--- src/rtl/ps2_keyboard_rx_pkg.sv ---
// Shared PS/2 receiver definitions: FSM states, frame constants, timeout width.
package ps2_keyboard_rx_pkg;

  typedef enum logic [1:0] {
    ST_IDLE   = 2'd0,
    ST_DATA   = 2'd1,
    ST_PARITY = 2'd2,
    ST_STOP   = 2'd3
  } ps2_state_e;

  localparam int DATA_BITS  = 8;
  localparam int TMO_W      = 10;
  localparam logic PAR_ODD  = 1'b1;

  // Odd parity: data bits plus parity bit must carry an odd number of ones.
  function automatic logic odd_parity_ok(input logic [DATA_BITS-1:0] d, input logic p);
    return (^{d, p}) == PAR_ODD;
  endfunction

endpackage

--- src/rtl/ps2_keyboard_rx_line_filter.sv ---
// 2-flop synchronizers on PS/2 clock/data plus a stability filter on the clock.
// fall_o is a registered one-cycle pulse when the filtered clock goes 1->0.
module ps2_line_filter #(
  parameter int FILTER = 8
) (
  input  logic clk_i,
  input  logic rst_i,
  input  logic ps2_clk_i,
  input  logic ps2_dat_i,
  output logic fclk_o,
  output logic fall_o,
  output logic dat_o
);

  localparam logic [3:0] FILT_LAST = 4'(FILTER - 1);

  logic [1:0] clk_sync_q;
  logic [1:0] dat_sync_q;
  logic       fclk_q;
  logic       fall_q;
  logic [3:0] cnt_q;

  always_ff @(posedge clk_i) begin
    if (rst_i) begin
      clk_sync_q <= 2'b11;
      dat_sync_q <= 2'b11;
      fclk_q     <= 1'b1;
      fall_q     <= 1'b0;
      cnt_q      <= 4'd0;
    end else begin
      clk_sync_q <= {clk_sync_q[0], ps2_clk_i};
      dat_sync_q <= {dat_sync_q[0], ps2_dat_i};
      fall_q     <= 1'b0;
      // Count consecutive cycles of disagreement; any agreement restarts it.
      if (clk_sync_q[1] != fclk_q) begin
        if (cnt_q == FILT_LAST) begin
          fclk_q <= clk_sync_q[1];
          fall_q <= fclk_q;
          cnt_q  <= 4'd0;
        end else begin
          cnt_q <= cnt_q + 4'd1;
        end
      end else begin
        cnt_q <= 4'd0;
      end
    end
  end

  assign fclk_o = fclk_q;
  assign fall_o = fall_q;
  assign dat_o  = dat_sync_q[1];

endmodule

--- src/rtl/ps2_keyboard_rx.sv ---
// Receive-only PS/2 keyboard deframer: one-cycle rx_stb per byte, rx_err on bad frame/timeout.
// Define FPGA_ROBOTS_PS2_PARITY_EN to reject frames with bad odd parity.
module ps2_keyboard_rx
  import ps2_keyboard_rx_pkg::*;
#(
  parameter int FILTER  = 8,
  parameter int TIMEOUT = 340
) (
  input  logic       clk_i,
  input  logic       rst_i,
  input  logic       sixus_i,
  input  logic       ps2_clk_i,
  input  logic       ps2_dat_i,
  input  logic       hold_i,
  output logic       ps2_clk_oe_o,
  output logic [7:0] rx_dat_o,
  output logic       rx_stb_o,
  output logic       rx_err_o
);

  localparam logic [TMO_W-1:0] TMO_LAST = TMO_W'(TIMEOUT);

  logic             fclk_unused;
  logic             fall;
  logic             dat;
  logic             edge_acc;
  logic             frame_ok;
  ps2_state_e       state_q;
  logic [2:0]       bit_cnt_q;
  logic [7:0]       sh_q;
  logic [TMO_W-1:0] tmo_q;
  logic [7:0]       rx_dat_q;
  logic             rx_stb_q;
  logic             rx_err_q;
  logic             oe_q;

  ps2_line_filter #(.FILTER(FILTER)) u_filter (
    .clk_i     (clk_i),
    .rst_i     (rst_i),
    .ps2_clk_i (ps2_clk_i),
    .ps2_dat_i (ps2_dat_i),
    .fclk_o    (fclk_unused),
    .fall_o    (fall),
    .dat_o     (dat)
  );

  // Edges caused by our own clock drive are not from the keyboard.
  assign edge_acc = fall & ~oe_q;

`ifdef FPGA_ROBOTS_PS2_PARITY_EN
  logic par_q;
  assign frame_ok = odd_parity_ok(sh_q, par_q);
`else
  assign frame_ok = 1'b1;
`endif

  always_ff @(posedge clk_i) begin
    if (rst_i) begin
      state_q   <= ST_IDLE;
      bit_cnt_q <= 3'd0;
      sh_q      <= 8'd0;
      tmo_q     <= '0;
      rx_dat_q  <= 8'd0;
      rx_stb_q  <= 1'b0;
      rx_err_q  <= 1'b0;
      oe_q      <= 1'b0;
`ifdef FPGA_ROBOTS_PS2_PARITY_EN
      par_q     <= 1'b0;
`endif
    end else begin
      oe_q     <= hold_i;
      rx_stb_q <= 1'b0;
      rx_err_q <= 1'b0;
      if (edge_acc) begin
        tmo_q <= '0;
        case (state_q)
          ST_IDLE: begin
            if (!dat) begin
              state_q   <= ST_DATA;
              bit_cnt_q <= 3'd0;
            end
          end
          ST_DATA: begin
            sh_q      <= {dat, sh_q[7:1]};
            bit_cnt_q <= bit_cnt_q + 3'd1;
            if (bit_cnt_q == 3'(DATA_BITS - 1)) state_q <= ST_PARITY;
          end
          ST_PARITY: begin
`ifdef FPGA_ROBOTS_PS2_PARITY_EN
            par_q   <= dat;
`endif
            state_q <= ST_STOP;
          end
          default: begin
            if (dat && frame_ok) begin
              rx_dat_q <= sh_q;
              rx_stb_q <= 1'b1;
            end else begin
              rx_err_q <= 1'b1;
            end
            state_q <= ST_IDLE;
          end
        endcase
      end else if (state_q != ST_IDLE && tmo_q == TMO_LAST) begin
        rx_err_q <= 1'b1;
        state_q  <= ST_IDLE;
        tmo_q    <= '0;
      end else if (sixus_i && state_q != ST_IDLE) begin
        tmo_q <= tmo_q + 1'b1;
      end
    end
  end

  assign ps2_clk_oe_o = oe_q;
  assign rx_dat_o     = rx_dat_q;
  assign rx_stb_o     = rx_stb_q;
  assign rx_err_o     = rx_err_q;

endmodule

--- config.mk ---
export PLATFORM = sky130hd
export DESIGN_NAME = ps2_keyboard_rx
export DESIGN_NICKNAME = d
export VERILOG_FILES = /design/src/rtl/ps2_keyboard_rx_pkg.sv /design/src/rtl/ps2_keyboard_rx_line_filter.sv /design/src/rtl/ps2_keyboard_rx.sv
export SDC_FILE = /design/constraint.sdc
export NUM_CORES = 1
export LEC_CHECK = 0
export CAP_MARGIN = 20
export CORE_MARGIN = 4
export CORE_UTILIZATION = 55
export CTS_BUF_LIST = sky130_fd_sc_hd__clkbuf_16
export DETAILED_ROUTE_END_ITERATION = 6
export HOLD_SLACK_MARGIN = 0.06
export PLACE_DENSITY = 0.81
export SETUP_SLACK_MARGIN = 0.2
export SLEW_MARGIN = 30
export SYNTH_ARGS = -nofsm -noshare
export SYNTH_HDL_FRONTEND = slang
export SYNTH_SLANG_ARGS = --single-unit
--- constraint.sdc ---
create_clock -name clk_i -period 1.73 [get_ports clk_i]
set_input_delay 0.346 -clock clk_i [delete_from_list [all_inputs] [get_ports clk_i]]
set_output_delay 0.346 -clock clk_i [all_outputs]
set_load 0.05 [all_outputs]
==> summary.txt <==
Timing
  • Hold_ws: 406.9 ps
  • Number of endpoints failing setup at the final stage: 0
  • Sum of negative setup slack: 0 ps
  • Transition at the pin with the smallest max-transition slack: 461.9 ps
  • Slew Limit Headroom: 0.6914
  • RSZ-0062 raised after global routing: yes
  • Maximum clock frequency: 648.5 MHz
  • Slew Viols, Final: 0
  • Min Clock Period, post-route: 1542 ps
  • Period Utilization, post-route: 0.8914
  • Setup Skew: 4.105 ps
  • Final hold viol count: 0

Logic synthesis
  • Fraction of registers with async set or reset after synthesis: 0
  • EDFF count, synth: 0
  • Distinct cell type count of the synthesized netlist: 31
  • Mux cell area share after synthesis: 0.005513
  • Area share of and/or/nand/nor cells after synthesis: 0.2798
  • Most common cell in the synthesized netlist: sky130_fd_sc_hd__dfxtp_1
  • Cell Area, Synth: 1815 sq um
  • Nets in the synthesized netlist: 222
  • Number of register bits inferred by synthesis: 44
  • Top FF cell, synth: sky130_fd_sc_hd__dfxtp_1
  • Share of the synthesized area in the top cell type: 0.4852
  • Synth Area in XOR/XNOR: 0.05789
  • Yosys top cell by area: sky130_fd_sc_hd__dfxtp_1
  • Largest family of logic cells by synthesized area: simple AND/OR/NAND/NOR gates
  • Mean instance size in the synthesized netlist: 8.770 sq um
  • Compound-gate portion of the synthesized area: 0.07788
  • Synth top area cells: sky130_fd_sc_hd__dfxtp_1 49%, sky130_fd_sc_hd__nand2_1 6.4%, sky130_fd_sc_hd__ha_1 6.2%, sky130_fd_sc_hd__a21oi_1 5.5%, sky130_fd_sc_hd__nor2_1 4.3%
  • Portion of the post-synthesis area used by sequential elements: 0.4852
  • Adder-cell share of the synthesized area: 0.06203
  • Warnings from Yosys: 0
  • Cell count after synthesis: 207
  • Most frequent cells after synthesis: 44 x sky130_fd_sc_hd__dfxtp_1, 31 x sky130_fd_sc_hd__nand2_1, 21 x sky130_fd_sc_hd__nor2_1

Final layout
  • Post-layout nets: 245
  • Storage element area: 883.3 sq um
  • Number of filler cells placed in the layout: 260
  • Final instance area: 2213 sq um
  • Area growth from synthesis to final layout: 21.92%
  • Ant diodes: 0
  • Layout cell share with drive strength beyond 1: 0.1818
  • Area of combinational cells with multiple inputs: 915.9 sq um

Power and ir drop
  • Power per unit of standard cell area: 894.2 nW/um^2
  • Pleak: 0.8129 nW
  • Maximum vdd ir drop: 0.7218 mV

Flow run
  • Number of maximum-capacitance violations: 0

Clock tree
  • Cell at the root of the clock tree: sky130_fd_sc_hd__clkbuf_16
  • H-tree levels: 2
  • CTS tree: yes
  • Clock transition time at the flip-flop clock pins of the worst setup and hold paths: 60 ps
  • Cts-stage hold buffer count: 0
  • Buffer levels on the longest clock path: 2
  • Cts bufs inserted: 5
  • Count of clock tree sinks: 44
  • Clk_lat worst skew: 280 ps

Route
  • Detailed-route vias per instance: 5.298
  • Remaining design rule violation count: 0
  • Wirelength per Cell: 12.51 um
  • Final antenna-violating net count: 0
  • Wire length reported by the detailed router: 3.439 mm
  • Number of search-and-repair iterations in the first detailed-routing pass: 4
  • Initial DRC count: 102
  • Detailed-route via count: 1457

Worst setup path
  • Cell class contributing the biggest share of worst-path delay: simple AND/OR/NAND/NOR gates
  • Stage delay of the slowest cell on the critical path: 390 ps
  • Capturing element type of the critical path: flop
  • Buf+Inv Stages, Crit Path: 1
  • Cell Chain, Critical Path: inv_1, ha_1, nor2b_1, and4_4, or3_1, a21oi_2
  • Worst setup path class: flop to flop
  • Slowest cell on the critical path: sky130_fd_sc_hd__dfxtp_1
  • Endpoint arrival time on the critical path: 1750 ps
  • Sort of element at the start of the critical path: flop
  • Required time of the critical path: 1940 ps
  • Maximum fanout count along the critical path: 4

Global routing
  • Number of global-route vias before repair: 1404
  • Global route overflow: 0
  • Largest net degree at the start of global routing: 21
  • Initial antenna violation count: 0
  • Overall global routing resource usage: 0.1755
  • Wire length of the first global-routing pass: 5.823 mm

Min path
  • Hold/Removal Path Class: flop to flop

Outcome
  • Result of the run: finished, final reports clean

Placed design
  • Placed Instance Area: 2021 sq um
  • Final Wtd Congestion: 0.7781
  • DP HPWL: 2.335 mm
  • Count of input and output buffers: 16

Die
  • Die ar.: 4284 sq um
  • Number of placement rows: 20
  • Core region area: 3103 sq um
  • Chip Height: 65.46 um
  • Initial cell density of the core: 0.5851
  • Overall die width: 65.46 um
  • I/O pin cnt: 17
==> cells by family after synthesis <==
group	count (synthesis)
DFF	44
xor gates and xnor gates	12
AOI/OAI and AO/OA	25
muxes	1
adders and majority gates	9
buffers and inverters	15
and+or+nand+nor	101
==> registers in the layout, indices dropped and copies added, names as in the netlist <==
register,count
bit_cnt_q,3
ps2_clk_oe_o,1
rx_dat_o,8
rx_err_o,1
rx_stb_o,1
sh_q,8
state_q,2
tmo_q,10
u_filter.clk_sync_q,2
u_filter.cnt_q,4
u_filter.dat_sync_q,2
u_filter.fall_o,1
u_filter.fclk_o,1
==> cell type report <==
type,instances,share of cell area
Clock buffer,5,0.05653
Clock inverter,3,0.008479
Inverter,8,0.01357
Multi-Input combinational cell,148,0.4138
Sequential cell,44,0.3991
Tap cell,44,0.02487
Timing Repair Buffer,23,0.08366
==> where the power goes <==
group | switching [mW] | internal, mW | total, mW
logic | 0.0263 | 0.0212 | 0.0475
clock network | 0.379 | 0.529 | 0.907
registers | 0.00484 | 1.02 | 1.02
total | 0.410 | 1.57 | 1.98
==> repair_timing <==
item	4_1_cts	5_1_grt
gates resized for setup	6	5
setup endpoints to repair	9	15
pin swaps	2	1
buffers inserted	1	0
==> worst reg2reg max path, delay by kind of cell (launching register included) <==
kind            cells  cell delay [ps]
compound gates      1              130
fa+ha+maj           1              180
buf+inv             1               80
flops               1              390
simple gates        3              680
==> metrics by stage <==
step                total power [mW]  instances  worst slack [ps]  utilization
finish                         1.979        275             188.0       0.7133
global route                   2.044        275             134.7       0.7133
CTS                            1.994        275             190.2       0.7077
detailed placement             1.093        266             42.49       0.6512
global placement               1.092        266             112.9       0.6512
floorplan                      1.071        207             250.9            -
==> path summary, 6_finish.rpt <==
kind                                                         from                           endpoint  slack (ps)  depth (start not counted)
worst max-delay path                        tmo_q[1]$_SDFFE_PP0P_            state_q[1]$_SDFFE_PP0P_         190                          6
worst min-delay path            u_filter.dat_sync_q[0]$_SDFF_PP1_  u_filter.dat_sync_q[1]$_SDFF_PP1_         410                          1
worst max register to register              tmo_q[1]$_SDFFE_PP0P_            state_q[1]$_SDFFE_PP0P_         190                          6
worst min register to register  u_filter.dat_sync_q[0]$_SDFF_PP1_  u_filter.dat_sync_q[1]$_SDFF_PP1_         410                          1
==> cell usage in the layout (no fill, tap or decap), types with 4 or more instances in the layout <==
master                            synthesis  routed
sky130_fd_sc_hd__nand2_1                 31      30
sky130_fd_sc_hd__dfxtp_1                 44      42
sky130_fd_sc_hd__nor3_1                   5       4
sky130_fd_sc_hd__xnor2_1                  8       8
sky130_fd_sc_hd__nand3_1                 15      15
sky130_fd_sc_hd__clkbuf_16                0       5
sky130_fd_sc_hd__nor2_1                  21      21
sky130_fd_sc_hd__buf_4                    0      18
sky130_fd_sc_hd__nor2b_1                  4       4
sky130_fd_sc_hd__ha_1                     9       7
sky130_fd_sc_hd__clkdlybuf4s50_1          0       5
sky130_fd_sc_hd__nand2b_1                 6       6
sky130_fd_sc_hd__xor2_1                   4       4
sky130_fd_sc_hd__a21oi_1                 20      19
sky130_fd_sc_hd__inv_1                    8       7
sky130_fd_sc_hd__or2_2                    4       4
==> layer usage <==
metal	GRT usage	vias to the layer above	wire [um]
met2	0.3135	34	1680
met5	0	-	0
met3	0.04615	10	127
met1	0.1968	676	1558
li1	-	737	-
met4	0.06995	0	72
No activity file was read; power rests on OpenSTA's default activity.
==> RTL change (same settings) <==
Change the package constant `DATA_BITS` from 8 to 9.
--- a/src/rtl/ps2_keyboard_rx_pkg.sv
+++ b/src/rtl/ps2_keyboard_rx_pkg.sv
@@ -8,7 +8,7 @@
     ST_STOP   = 2'd3
   } ps2_state_e;
 
-  localparam int DATA_BITS  = 8;
+  localparam int DATA_BITS  = 9;
   localparam int TMO_W      = 10;
   localparam logic PAR_ODD  = 1'b1;
 
Function: same outputs for any inputs over 10 cycles, from zero or initial values and one cycle with rst_i high; that may be too few to reach the edited logic, so the function may still have changed.
==> RTL change against the original RTL <==
Worst hold slack barely moved. Core utilization rose by 1.6 points. Sequential cell count did not move. Final cell count rose by 2.2%. Via count rose by 1.9%. Sequential share of layout area fell by 1.2 points. Largest power group unchanged. Routed wire length rose by 7.1%. Setup slack improved by 0.036 ns. Power rose by 0.31%. Synthesized area rose by 2.9%. First-iteration DRC count fell by 47%. Design area rose by 3.9%.
==> RTL change: results (changes against the original RTL) <==
- Outcome: complete, no violations
- Clk root buf: clkbuf_16
- CTS H-Tree Depth: 2 (unchanged)
- TritonRoute pass-1 iters: 4 (unchanged)
- Count of cell types in the netlist: 37 (+19%)
- Ys Warns: 0 (unchanged)
- Area contributors post-synth: dfxtp_1 (47%), nand2_1 (6.8%), ha_1 (6.0%), a21oi_1 (5.9%), nor2_2 (3.0%)
- Vias in the first global route: 1386 (-1.3%)
- Family with the most delay on the worst path: compound AO/OA/AOI/OAI gates
- Bufs on Longest Clock Path: 2 (unchanged)
- Worst Path Max Fanout: 4 (unchanged)
- Placer Congestion: 0.810 (+4.1%)
- Antenna diodes: 0 (unchanged)
- Async SR Flop Fraction: 0% (unchanged)
- Iteration-0 DRC count of the detailed router: 54 (-47%)
- # port buffers: 16 (unchanged)
- Mapped Nets: 225 (+1.4%)
- Crit-path slowest cell: a221o_1
- Clock transition at path regs: 0.06 ns (about the same)
- P_leak: 0.853 nW (+5.0%)
- Layout cells sized above 1: 25.7% (+7.6 points)
- Largest net degree at the start of global routing: 20 (-4.8%)
- Nets: 251 (+2.4%)
- Post-Route Skew: 0.00270 ns (-0.00140 ns)
- Antenna violations before repair: 0 (unchanged)
- Critical Path AT: 1.72 ns (-0.03 ns)
- Type of the tightest min-delay check: flip-flop to flip-flop
- Global Route Usage Sum: 19.0% (+1.4 points)
- Placed wire-length estimate: 2310 um (-1.1%)
- Syn Inst Count: 210 (+1.4%)
- Via density: 5.28 (-0.25%)
- First-pass GRT wire length: 6110 um (+4.9%)
- Wire per inst: 13.1 um (+4.8%)
- Clock Latency Late Sink: 0.28 ns (about the same)
- CP peak stage delay: 0.34 ns (-0.05 ns)
- Largest register by flop count: tmo_q
- Max FFs per register: 10 (unchanged)
- Total congestion overflow: 0 (unchanged)
- Synth cell count leaders: dfxtp_1 (44), nand2_1 (34), a21oi_1 (22)
- TritonCTS buffer count: 5 (unchanged)
- Placed inst area: 2060 um^2 (+2.2%)
- WHS: 0.407 ns (-0.000167 ns)
- Flop2flop setup slack: 0.22 ns (+0.04 ns)
- Worst slew pin tran: 0.307 ns (-0.155 ns)
- Dpl cells: 268 (+0.75%)
- Layout Cells excl Fill: 281 (+2.2%)
- Register area share after synthesis: 47.2% (-1.4 points)
- Worst vdd ir: 0.000591 V (-18%)
==> RTL change: power by group <==
group	switching [mW]	internal (mW)	leakage (nW)
clock	0.383	0.529	0.0635
sequential	0.00440	1.02	0.358
combinational	0.0278	0.0227	0.432
total	0.415	1.57	0.853
==> RTL change: cell families (layout without fill, tap and decap cells) <==
group / count (synthesis) / count (layout) / synth area share, %
buffers and inverters: 18 / 44 / 4.15
AOI/OAI and AO/OA: 30 / 31 / 9.38
xor gates and xnor gates: 11 / 11 / 5.16
and+or+nand+nor: 97 / 97 / 27.6
DFF: 44 / 44 / 47.2
adders and majority gates: 9 / 9 / 6.03
muxes: 1 / 1 / 0.536
==> RTL change: area by class of cell <==
cell class,count,area (um^2)
clock buffer,5,125
clock inverter,3,18.8
fill,251,853
inverter,10,40.0
multi-input combinational,149,960
sequential,44,890
tap,44,55.1
timing repair buffer,26,211
==> RTL change: final timing paths <==
path / start / cells after the start / end
worst min register to register: u_filter.dat_sync_q[0] / 1 / u_filter.dat_sync_q[1]
worst max register to register: state_q[0] / 5 / state_q[0]
worst min-delay path: u_filter.dat_sync_q[0] / 1 / u_filter.dat_sync_q[1]
worst max-delay path: state_q[0] / 5 / state_q[0]
==> RTL change: what timing repair did <==
action	CTS	global route
pin swaps	5	12
gates resized for setup	11	6
gates cloned	1	0
setup buffers	3	1
endpoints found under the setup margin	13	13
==> RTL change: per-stage QoR <==
| stage | TNS (ns) | util [%] | total power [mW] | worst slack, ns |
|---|---|---|---|---|
| 2_1_floorplan | 0 | - | 1.08 | 0.216 |
| 6_report | 0 | 72.9 | 1.99 | 0.224 |
| 3_5_place_dp | -0.0335 | 65.5 | 1.09 | -0.0269 |
| 5_1_grt | 0 | 72.9 | 2.06 | 0.164 |
| 3_3_place_gp | 0 | 65.5 | 1.09 | 0.0453 |
| 4_1_cts | 0 | 72.2 | 2.00 | 0.206 |
==> RTL change: metal layers <==
layer	wire, um	GRT usage [%]
met2	1790	31.8
met1	1590	20.5
met4	135	11.4
met5	0	0
met3	166	6.29
